[src/rtl/rptr_ctrl_sync.sv]
// rptr_ctrl_sync: read-side pointer controller for the async FIFO.
// Brings the wclk-domain gray write pointer across with a SYNC_STAGES-deep
// flop chain, keeps the binary/gray read pointers and the RAM read address,
// and registers empty, almost_empty and the fill level in the rclk domain.
// Optional feature: define RPTR_UNDERFLOW_EN to add the uf_clr input and the
// sticky underflow output.
module rptr_ctrl_sync #(
  parameter int PTR_WIDTH   = 3,
  parameter int SYNC_STAGES = 2
) (
  input  logic                 rclk,
  input  logic                 rrst_n,
  input  logic                 r_en,
  input  logic [PTR_WIDTH:0]   g_wptr,
  input  logic [PTR_WIDTH:0]   ae_thresh,
`ifdef RPTR_UNDERFLOW_EN
  input  logic                 uf_clr,
  output logic                 underflow,
`endif
  output logic                 rpop,
  output logic [PTR_WIDTH-1:0] raddr,
  output logic [PTR_WIDTH:0]   b_rptr,
  output logic [PTR_WIDTH:0]   g_rptr,
  output logic                 empty,
  output logic                 almost_empty,
  output logic [PTR_WIDTH:0]   rlevel
);

  localparam int PW = PTR_WIDTH + 1;

  // sync[0] is the metastability-catching flop; sync[SYNC_STAGES-1] is safe to use
  logic [SYNC_STAGES-1:0][PW-1:0] sync;
  logic [PW-1:0] g_wptr_s;
  logic [PW-1:0] w_bin;
  logic [PW-1:0] b_next;
  logic [PW-1:0] g_next;
  logic [PW-1:0] lvl_next;

  // plain shift chain, nothing between stages so each flop has a full cycle to settle
  always_ff @(posedge rclk or negedge rrst_n) begin
    if (!rrst_n) begin
      sync <= '0;
    end else begin
      sync[0] <= g_wptr;
      for (int i = 1; i < SYNC_STAGES; i++) sync[i] <= sync[i-1];
    end
  end

  assign g_wptr_s = sync[SYNC_STAGES-1];

  // gray -> binary: bit i is the XOR of all gray bits from the MSB down to i
  always_comb begin
    w_bin = '0;
    for (int i = 0; i < PW; i++) w_bin[i] = ^(g_wptr_s >> i);
  end

  // a read while empty is dropped here, so pointers can never pass the write side
  assign rpop     = r_en & ~empty;
  assign b_next   = b_rptr + PW'(rpop);
  assign g_next   = b_next ^ (b_next >> 1);
  assign lvl_next = w_bin - b_next;
  assign raddr    = b_rptr[PTR_WIDTH-1:0];

  // pointer and status registers; status is computed from the post-pop pointer
  // so the last pop and the empty flag land on the same edge
  always_ff @(posedge rclk or negedge rrst_n) begin
    if (!rrst_n) begin
      b_rptr       <= '0;
      g_rptr       <= '0;
      rlevel       <= '0;
      empty        <= 1'b1;
      almost_empty <= 1'b1;
    end else begin
      b_rptr       <= b_next;
      g_rptr       <= g_next;
      rlevel       <= lvl_next;
      empty        <= (g_next == g_wptr_s);
      almost_empty <= (lvl_next <= ae_thresh);
    end
  end

`ifdef RPTR_UNDERFLOW_EN
  // sticky underflow: a new underflow beats a simultaneous clear
  always_ff @(posedge rclk or negedge rrst_n) begin
    if (!rrst_n)             underflow <= 1'b0;
    else if (r_en && empty)  underflow <= 1'b1;
    else if (uf_clr)         underflow <= 1'b0;
  end
`endif

endmodule
[config.mk]
export PLATFORM = sky130hd
export DESIGN_NAME = rptr_ctrl_sync
export DESIGN_NICKNAME = d
export VERILOG_FILES = /design/src/rtl/rptr_ctrl_sync.sv
export SDC_FILE = /design/constraint.sdc
export NUM_CORES = 1
export LEC_CHECK = 0
export CORE_ASPECT_RATIO = 1.1
export CORE_MARGIN = 4
export CORE_UTILIZATION = 49
export DETAILED_ROUTE_END_ITERATION = 10
export PLACE_DENSITY_LB_ADDON = 0.3
export SLEW_MARGIN = 10
export SYNTH_ARGS = -nofsm -noshare
export SYNTH_HDL_FRONTEND = slang
export SYNTH_SLANG_ARGS = --single-unit
[constraint.sdc]
create_clock -name rclk -period 7.2 [get_ports rclk]
set_input_delay 1.44 -clock rclk [delete_from_list [all_inputs] [get_ports rclk]]
set_output_delay 1.44 -clock rclk [all_outputs]
set_load 0.05 [all_outputs]
# Word level (Yosys, flattened, before mapping)
# Index checks and enable logic that the tools add are counted.
[totals]
ff_bits = 22
input_bits = 11
out_inout_bits = 18
wordCells = 18
[op_classes]
n_addsub = 2
n_lt_le_gt_ge = 1
eq_ne = 1
bitwise_logic = 3
n_reduce_logical = 4
[ops]
columns = ["cell", "n"]
rows = [
  ["$reduce_xor A4 Y1", 4],
  ["$add A4 B1 Y4", 1],
  ["$eq A4 B4 Y1", 1],
  ["$le A4 B4 Y1", 1],
  ["$sub A4 B4 Y4", 1],
  ["$xor A4 B3 Y4", 1],
  ["$and A1 B1 Y1", 1],
  ["$not A1 Y1", 1],
]

# Longest topological paths before layout
# Gate-level depths: netlist (run 1).
[logic_depth]
ltp_word = 5
ltp_mapped = 11
depth_no_buf = 11

# Least setup slack after synthesis (run 1)
# No wires, ideal clock.
[synth_path]
kind = "input to register"
from = "input port r_en"
to = "register almost_empty"
setup_time_ps = 79
arrival_ps = 4249
t_required_ps = 7121
path_slack_ps = 2873
stages = 10
n_path_buf = 0
path_cell_list = "nor2b_1 -> ha_1 -> ha_1 -> fa_1 -> inv_1 -> ha_1 -> nor2b_1 -> o21a_1 -> o21a_1 -> o21ai_0"
[synth_via]
elab_chain_cells = 4
[synth_rtl]
columns = ["element", "line_no", "text"]
rows = [
  ["from (decl)", "13", "input logic r_en,"],
  ["$and A1 B1 Y1", "58", "assign rpop = r_en & ~empty;"],
  ["$add A4 B1 Y4", "59", "assign b_next = b_rptr + PW'(rpop);"],
  ["via b_next[1]", "35", "logic [PW-1:0] b_next;"],
  ["$sub A4 B4 Y4", "61", "assign lvl_next = w_bin - b_next;"],
  ["via lvl_next[1]", "37", "logic [PW-1:0] lvl_next;"],
  ["$le A4 B4 Y1", "78", "almost_empty <= (lvl_next <= ae_thresh);"],
  ["to (signal assigned)", "78", ""],
  ["to (decl)", "25", "output logic almost_empty,"],
]
# The timed path passes the listed nets, and every way through them passes these cells.

# Worst setup path after layout (run 1)
[layout_path]
from = "input port r_en"
to = "output port rpop"
[layout_via]
elab_chain_cells = 1
[layout_rtl]
columns = ["element", "line_no", "text"]
rows = [
  ["$and A1 B1 Y1", "58", ""],
  ["to (decl)", "20", "output logic rpop,"],
]
# Every way passes these cells.

==> reports/metrics.csv, run 1 <==
stage,metric,value,unit
run_status,status,completed,
drt,DRC Markers,0,
place,port bufs,28,
timing,min Tclk post-route,4354,ps
critical_path,Critical Path RT,5760,ps
logic_synthesis,Syn Area/Cell,13.10,um2
clock_network,# clock sinks,21,
critical_path,Crit path largest cell delay,830,ps
die,chip width,50.69,um
place,gpl congestion,0.7128,
drt,total number of vias,609,
logic_synthesis,register area share after synthesis,0.5376,
grt,vias in the first global route,623,
timing,max frequency,229.7,MHz
timing,worst clock skew,1.288,ps
drt,drt via density,4.685,
run,Max Cap Violations,0,
layout,layout cell share with drive strength beyond 1,0.06796,
critical_path,Crit. End Element,primary output,
logic_synthesis,Post-synth top flop,dfrtp_1,
logic_synthesis,ys async rst share,1.000,
die,Initial Util,0.5333,
timing,Final Hold Vio Count,0,
logic_synthesis,"count leader, synth",dfrtp_1,
critical_path,worst path cell trace,clkdlybuf4s50_1 > nor2b_1 > clkdlybuf4s50_1,
grt,initial antenna violation count,0,
logic_synthesis,most common library cells after synthesis,"19 x dfrtp_1, 10 x xnor2_1, 9 x ha_1, 9 x inv_1",
die,Core Rows,16,
layout,# diodes,0,
logic_synthesis,Synth Cell Area,982.2,um2
critical_path,Most Frequent Cell on Critical Path,clkdlybuf4s50_1,
worst_hold_path,Hold Path Class,flip-flop to flip-flop,
logic_synthesis,Mapped Cells,75,
grt,total track usage,0.1333,
clock_network,root buffer cell,clkbuf_4,
clock_network,post-CTS setup buffer count,0,
clock_network,hold_buf cts,0,
timing,setup TNS,0,ps
logic_synthesis,"EDFF count, synth",0,
layout,final core area utilization,0.7018,
logic_synthesis,largest area contributor in the netlist,dfrtp_1,
timing,Slew Limit Fails,0,
critical_path,Critical Path AT,2910,ps
drt,initial DRC count,3,
layout,Area Growth Syn to Fin,31.59,%
logic_synthesis,top cell type's share of synthesized area,0.4841,
critical_path,"setup slack, reg-to-reg",4350,ps
die,DIE AREA,2785,um2
die,die height,54.96,um
critical_path,CP max stage cell,clkdlybuf4s50_1,
clock_network,CTS tree,yes,
timing,unrepaired setup endpoints after global routing,no,
timing,# setup viols final,0,
drt,DR pass1 iterations,2,
critical_path,Crit Path Max Fanout,2,
logic_synthesis,syn_nets,96,
timing,final hold slack,358.9,ps
grt,first-pass GRT wire length,2635,um
critical_path,Setup Crit Path Kind,input port to primary output,
grt,largest net degree at the start of global routing,22,
clock_network,"Reg clk slew, reported paths",110,ps
drt,DRT antenna net count,0,
critical_path,critical path launch point type,input port,
clock_network,post-cts gate resize count,0,
clock_network,CTS Buffer Depth,2,
drt,WL final,1533,um
logic_synthesis,synth top area cells,"dfrtp_1 48%, ha_1 11%, xnor2_1 8.9%",
timing,PnR worst setup slack,2846,ps
timing,Least-Margin Pin Slew,914.2,ps
place,Setup WS pre-CTS,2836,ps
clock_network,CTS Buf Count,3,
place,detailed placement HPWL,1252,um
timing,Final period util,0.6047,
critical_path,Buf/Inv on CP,2,
clock_network,worst-skew pair later-pin latency,300,ps
logic_synthesis,post-synth cell types,22,
clock_network,H-tree lvl count,1,
grt,GR Overflow Total,0,
timing,Slew headroom,0.3886,
die,Top Ports,29,
drt,wire per inst,11.79,um
die,area of the core,1842,um2
critical_path,CP top delay family,buffers and inverters,
logic_synthesis,Syn. warnings,0,
layout,Final nets,125,
logic_synthesis,number of synthesized register bits,21,
[cell type report]
type	instances	area, um2
Sequential cell	21	528.0
Timing Repair Buffer	28	280.3
Tap cell	27	33.78
Fill cell	148	549.3
Inverter	9	33.78
Multi-Input combinational cell	41	390.4
Clock buffer	4	26.28
[registers in the layout, indices dropped and copies added, names as in the netlist]
register and count:
almost_empty 1, b_rptr 4, empty 1, g_rptr 3
g_wptr_s 4, rlevel 4, sync 4
[layer usage]
layer,vias to the layer above,wire [um],global-route usage,share of wire
li1,290,-,-,-
met4,0,39,0.08072,0.025
met2,23,739,0.2304,0.48
met3,5,111,0.03485,0.072
met5,-,0,0,0
met1,291,643,0.1510,0.42
[path summary, 6_finish.rpt]
path                            cells after the start                     end               from
worst max-delay path                                3                    rpop               r_en
worst min-delay path                                0   g_wptr_s[1]$_DFF_PN0_  sync[1]$_DFF_PN0_
worst max register to register                     10  almost_empty$_DFF_PN1_    empty$_DFF_PN1_
worst min register to register                      0   g_wptr_s[1]$_DFF_PN0_  sync[1]$_DFF_PN0_
max in group asynchronous                           1     rlevel[0]$_DFF_PN0_             rrst_n
min in group asynchronous                           1     rlevel[3]$_DFF_PN0_             rrst_n
[stage by stage]
step | cells | cell area (um2)
global placement | 126 | 1266
floorplan | 75 | 982.2
detailed placement | 126 | 1266
finish | 130 | 1292
global route | 130 | 1292
CTS | 130 | 1292
[kinds of logic (layout without fill, tap and decap cells)]
group | Yosys count | count (layout) | synth area share
flip-flops | 21 | 21 | 0.5376
XOR/XNOR | 16 | 16 | 0.1643
buffers and inverters | 13 | 41 | 0.06497
adder cells (fa/ha/maj) | 10 | 10 | 0.1350
AND/OR/NAND/NOR | 9 | 9 | 0.05478
AO/OA/AOI/OAI | 5 | 5 | 0.03311
multiplexers | 1 | 1 | 0.01019
[cell usage in the layout (no fill, tap or decap), drive strengths merged]
master and instances:
a21o 1, a21oi 1, and2 1, clkbuf 4, clkdlybuf4s50 28, dfrtp 19, dfstp 2, fa 1
ha 9, inv 9, mux2i 1, nand2 2, nand3 1, nand4 1, nor2 1, nor2b 2
nor3b 1, o21a 2, o21ai 1, xnor2 10, xnor3 1, xor2 5
Power of run 1 is left out: the tool's default activity adds up to more than one toggle a clock period on the data nets, which glitch-free logic cannot reach.
==> run 2: changes to the inputs <==
--- a/config.mk
+++ b/config.mk
@@ -7,7 +7,7 @@
 export LEC_CHECK = 0
 export CORE_ASPECT_RATIO = 1.1
 export CORE_MARGIN = 4
-export CORE_UTILIZATION = 49
+export CORE_UTILIZATION = 41
 export DETAILED_ROUTE_END_ITERATION = 10
 export PLACE_DENSITY_LB_ADDON = 0.3
 export SLEW_MARGIN = 10
==> constraint.sdc (replaced) <==
create_clock -name rclk -period 3.8 [get_ports rclk]
set_input_delay 0.76 -clock rclk [delete_from_list [all_inputs] [get_ports rclk]]
set_output_delay 0.76 -clock rclk [all_outputs]
set_load 0.05 [all_outputs]
==> run 2 against run 1 <==
  * Hold slack improved by 2.4 ps
  * Sequential share of layout area fell by 0.16 points
  * Global-route usage decreased by 2.6 points
  * Clock-buffer cell count fell by 1
  * Flip-flop and latch count unchanged
  * Register-to-register slack lost 3300 ps
  * Die area up 16%
  * First-iteration DRC count did not move
  * Largest cell class unchanged
==> reports/metrics.csv, run 2 (synthesis gave the netlist of run 1 again) <==
stage,metric,value,unit
layout,Final nets,125,
timing,Final Hold Vio Count,0,
layout,# diodes,0,
run_status,status,completed,
layout,layout cell share with drive strength beyond 1,0.07767,
grt,vias in the first global route,620,
layout,"most common cell after layout, fill and taps aside",clkdlybuf4s50_1,
drt,WL final,1490,um
clock_network,worst-skew pair later-pin latency,290,ps
clock_network,post-cts gate resize count,0,
grt,total track usage,0.1069,
drt,wire per inst,11.20,um
layout,design area,1297,um2
drt,initial DRC count,3,
critical_path,reg-to-reg startpoint,empty$_DFF_PN1_,
critical_path,Critical Path RT,4030,ps
die,die height,59.34,um
die,Core Rows,18,
clock_network,hold_buf cts,0,
grt,largest net degree at the start of global routing,22,
timing,Slew Limit Fails,0,
die,Top Ports,29,
timing,worst clock skew,3.622,ps
place,gpl congestion,0.7114,
clock_network,post-CTS setup buffer count,0,
grt,initial antenna violation count,0,
critical_path,Critical Path AT,3420,ps
clock_network,H-tree lvl count,1,
critical_path,Crit Path Max Fanout,4,
critical_path,"setup slack, reg-to-reg",1010,ps
clock_network,CTS Buf Count,3,
grt,first-pass GRT wire length,2504,um
grt,GR Overflow Total,0,
clock_network,# clock sinks,21,
die,DIE AREA,3244,um2
critical_path,Setup Crit Path Kind,input port to flip-flop,
layout,register area,528.0,um2
timing,Slew headroom,0.3770,
timing,max frequency,314.0,MHz
place,detailed placement HPWL,1207,um
critical_path,Crit. End Element,flip-flop,
drt,DR pass1 iterations,2,
critical_path,Worst Reg-to-Reg Cells,10,
timing,min Tclk post-route,3185,ps
layout,area of the multi-input gates,390.4,um2
timing,Least-Margin Pin Slew,931.6,ps
clock_network,"Reg clk slew, reported paths",120,ps
drt,DRC Markers,0,
drt,total number of vias,577,
timing,# setup viols final,0,
timing,Final period util,0.8382,
timing,unrepaired setup endpoints after global routing,no,
die,Initial Util,0.4318,
worst_hold_path,WHS Path Cells,0,
drt,DRT antenna net count,0,
drt,drt via density,4.338,
critical_path,critical path launch point type,input port,
timing,setup TNS,0,ps
run,Max Cap Violations,0,
layout,Area Growth Syn to Fin,32.10,%
worst_hold_path,Hold Path Sink,g_wptr_s[1]$_DFF_PN0_,
critical_path,Critical R2R Capture,almost_empty$_DFF_PN1_,
clock_network,CTS Buffer Depth,2,
layout,fillers,200,
layout,most frequent cells in the layout,"28 x clkdlybuf4s50_1, 19 x dfrtp_1, 10 x xnor2_1",
clock_network,root buffer cell,clkbuf_4,
die,chip width,54.67,um
clock_network,CTS tree,yes,
worst_hold_path,hold_sp,sync[1]$_DFF_PN0_,
place,placed inst area,1270,um2
place,port bufs,28,
worst_hold_path,Hold Path Class,flip-flop to flip-flop,
die,area of the core,2275,um2
-- run 2: cell types whose count changed in the layout (fill, tap and decap cells not counted) --
cell,delta
clkbuf_1,-1
clkinv_2,+1
-- run 2: critical path, stage by stage --
cell	delay [ps]
clkdlybuf4s50_1	390
nor2b_1	140
ha_1	210
ha_1	250
xnor2_1	430
ha_1	340
a21oi_1	170
xnor2_1	190
ha_1	300
o21a_1	110
o21ai_0	140
-- run 2: through the flow --
stage	utilization	worst slack [ps]	hold WS, ps	instances
detailed placement	0.5583	239.9	337.3	129
floorplan	-	152.5	331.2	75
finish	0.5704	614.9	361.3	133
global placement	0.5583	293.1	332.5	129
global route	0.5704	405.8	368.1	133
CTS	0.5704	555.8	365.4	133
-- run 2: worst max path at each step --
| stage | start | to | slack [ps] | cells after the start |
|---|---|---|---|---|
| 4_1_cts | r_en | almost_empty$_DFF_PN1_ | 560 | 11 |
| 5_1_grt | r_en | almost_empty$_DFF_PN1_ | 410 | 11 |
| 3_3_place_gp | r_en | almost_empty$_DFF_PN1_ | 290 | 11 |
| 2_1_floorplan | r_en | almost_empty$_DFF_PN1_ | 150 | 10 |
| 6_report | r_en | almost_empty$_DFF_PN1_ | 610 | 11 |
| 3_5_place_dp | r_en | almost_empty$_DFF_PN1_ | 240 | 11 |
-- run 2: final cells by class --
cell class | instances | share of cell area
clock buffer | 3 | 0.01736
sequential | 21 | 0.4069
inverter | 9 | 0.02604
tap | 30 | 0.02893
timing repair buffer | 28 | 0.2160
multi-input combinational | 41 | 0.3009
clock inverter | 1 | 0.003857
-- run 2: routing by layer --
metal,wire length (um),vias up,global-route usage
li1,-,289,-
met1,633,269,0.1275
met2,747,19,0.1858
met3,110,0,0.02519
met4,0,0,0.03203
met5,0,-,0
Power of run 2 is left out for the same reason.
==> run 3: changes to the inputs <==
--- a/config.mk
+++ b/config.mk
@@ -7,7 +7,7 @@
 export LEC_CHECK = 0
 export CORE_ASPECT_RATIO = 1.1
 export CORE_MARGIN = 4
-export CORE_UTILIZATION = 41
+export CORE_UTILIZATION = 45
 export DETAILED_ROUTE_END_ITERATION = 10
 export PLACE_DENSITY_LB_ADDON = 0.3
 export SLEW_MARGIN = 10
==> constraint.sdc (replaced) <==
create_clock -name rclk -period 3 [get_ports rclk]
set_input_delay 0.6 -clock rclk [delete_from_list [all_inputs] [get_ports rclk]]
set_output_delay 0.6 -clock rclk [all_outputs]
set_load 0.05 [all_outputs]
==> run 3 against run 2 <==
  * Clock-buffer cell count up 1
  * Sequential share of layout area down 1.7 points
  * Global-route usage up 3.5 points
  * Flip-flop and latch count unchanged
  * Core utilization up 9.3 points
  * Critical path depth unchanged
  * Wire length up 14%
  * Hold slack better by 1.4 ps
  * Die area down 7.7%
  * Critical path type unchanged
==> reports/metrics.csv, run 3 (synthesis gave the netlist of run 1 again) <==
stage,metric,value,unit
layout,fillers,173,
die,DIE AREA,2995,um2
clock_network,CTS Buf Count,3,
clock_network,post-CTS setup buffer count,0,
layout,Final nets,132,
critical_path,reg-to-reg startpoint,empty$_DFF_PN1_,
die,die height,57,um
timing,# setup viols final,0,
critical_path,Setup Crit Path Kind,input port to flip-flop,
clock_network,root buffer cell,clkbuf_4,
critical_path,Crit path largest cell delay,540,ps
critical_path,Critical Path AT,3110,ps
critical_path,Critical R2R Capture,almost_empty$_DFF_PN1_,
place,gpl congestion,0.7617,
layout,register area,528.0,um2
worst_hold_path,Hold Path Sink,g_wptr_s[0]$_DFF_PN0_,
clock_network,# clock sinks,21,
layout,# diodes,0,
timing,Final period util,0.9601,
clock_network,H-tree lvl count,1,
drt,DRC Markers,0,
critical_path,CP max stage cell,fa_1,
grt,GR Overflow Total,0,
place,port bufs,28,
clock_network,CTS tree,yes,
die,Top Ports,29,
drt,drt via density,4.587,
drt,initial DRC count,7,
drt,DR pass1 iterations,2,
critical_path,Critical Path RT,3230,ps
grt,first-pass GRT wire length,3063,um
timing,Final Hold Vio Count,0,
timing,final hold slack,362.7,ps
drt,wire per inst,12.29,um
drt,metal3 WL,120,um
clock_network,worst-skew pair later-pin latency,300,ps
critical_path,"setup slack, reg-to-reg",340,ps
grt,initial antenna violation count,0,
critical_path,Worst Reg-to-Reg Cells,10,
timing,Slew headroom,0.4051,
drt,wire length on met1,633,um
critical_path,worst path cell trace,clkdlybuf4s50_1 > nor2b_4 > ha_1 > ha_1 > fa_1 > inv_1 > ha_1 > nor2b_1 > o21a_1 > o21a_1 > o21ai_1,
die,Core Rows,17,
timing,Least-Margin Pin Slew,889.6,ps
layout,layout cell share with drive strength beyond 1,0.1364,
drt,highest routing layer actually used,met4,
drt,DRT antenna net count,0,
timing,worst clock skew,4.837,ps
critical_path,Crit. End Element,flip-flop,
layout,area of the multi-input gates,397.9,um2
layout,final core area utilization,0.6630,
drt,met2 routed WL,919,um
run_status,status,completed,
die,chip width,52.55,um
drt,WL final,1696,um
worst_hold_path,hold_sp,sync[0]$_DFF_PN0_,
clock_network,"Reg clk slew, reported paths",110,ps
die,Initial Util,0.4810,
drt,total number of vias,633,
clock_network,CTS Buffer Depth,2,
timing,Slew Limit Fails,0,
critical_path,critical path launch point type,input port,
place,detailed placement HPWL,1414,um
worst_hold_path,Hold Path Class,flip-flop to flip-flop,
layout,most frequent cells in the layout,"28 x clkdlybuf4s50_1, 19 x dfrtp_1, 10 x xnor2_1",
worst_hold_path,WHS Path Cells,0,
run,Max Cap Violations,0,
die,area of the core,2042,um2
critical_path,CP top delay family,adder cells,
timing,min Tclk post-route,2880,ps
critical_path,Crit Path Max Fanout,3,
timing,max frequency,347.2,MHz
critical_path,Buf/Inv on CP,2,
grt,vias in the first global route,710,
layout,design area,1354,um2
layout,Area Growth Syn to Fin,37.83,%
grt,largest net degree at the start of global routing,22,
critical_path,Most Frequent Cell on Critical Path,ha_1,
grt,total track usage,0.1424,
place,placed inst area,1328,um2
timing,unrepaired setup endpoints after global routing,no,
layout,"most common cell after layout, fill and taps aside",clkdlybuf4s50_1,
==> run 3: cell count changes in the layout (fill, tap and decap cells not counted) <==
cell / before / now
buf_4: 0 / 7
clkbuf_1: 0 / 1
clkinv_2: 1 / 0
nor2b_1: 2 / 1
nor2b_4: 0 / 1
o21ai_0: 1 / 0
o21ai_1: 0 / 1
==> run 3: what timing repair did <==
item	4_1_cts	5_1_grt
setup endpoints to repair	0	1
gates resized for setup	0	1
hold buffers	0	0
==> run 3: how the worst max path moves through the flow <==
stage | start | end | cells after the start
finish | r_en | almost_empty$_DFF_PN1_ | 11
global route | r_en | almost_empty$_DFF_PN1_ | 11
CTS | r_en | almost_empty$_DFF_PN1_ | 11
detailed placement | r_en | almost_empty$_DFF_PN1_ | 11
global placement | r_en | almost_empty$_DFF_PN1_ | 11
floorplan | r_en | almost_empty$_DFF_PN1_ | 10
==> run 3: final cells by class <==
class                           count  area share
Inverter                            9     0.02495
Clock buffer                        4     0.01941
Multi-Input combinational cell     41      0.2939
Sequential cell                    21      0.3900
Tap cell                           28     0.02588
Timing Repair Buffer               35      0.2458
==> run 3: per-stage QoR <==
step / worst slack, ps / TNS [ps] / std cells
floorplan: 22.36 / 0 / 75
global placement: -142.6 / -142.6 / 134
detailed placement: -286.5 / -286.5 / 134
CTS: 35.10 / 0 / 138
global route: 10.91 / 0 / 138
finish: 119.6 / 0 / 138
==> run 3: layer usage <==
metal | global-route usage | vias up
met2 | 0.2624 | 22
met1 | 0.1468 | 305
li1 | - | 302
met4 | 0.06569 | 0
met3 | 0.03394 | 4
met5 | 0 | -
Power of run 3 is left out for the same reason.
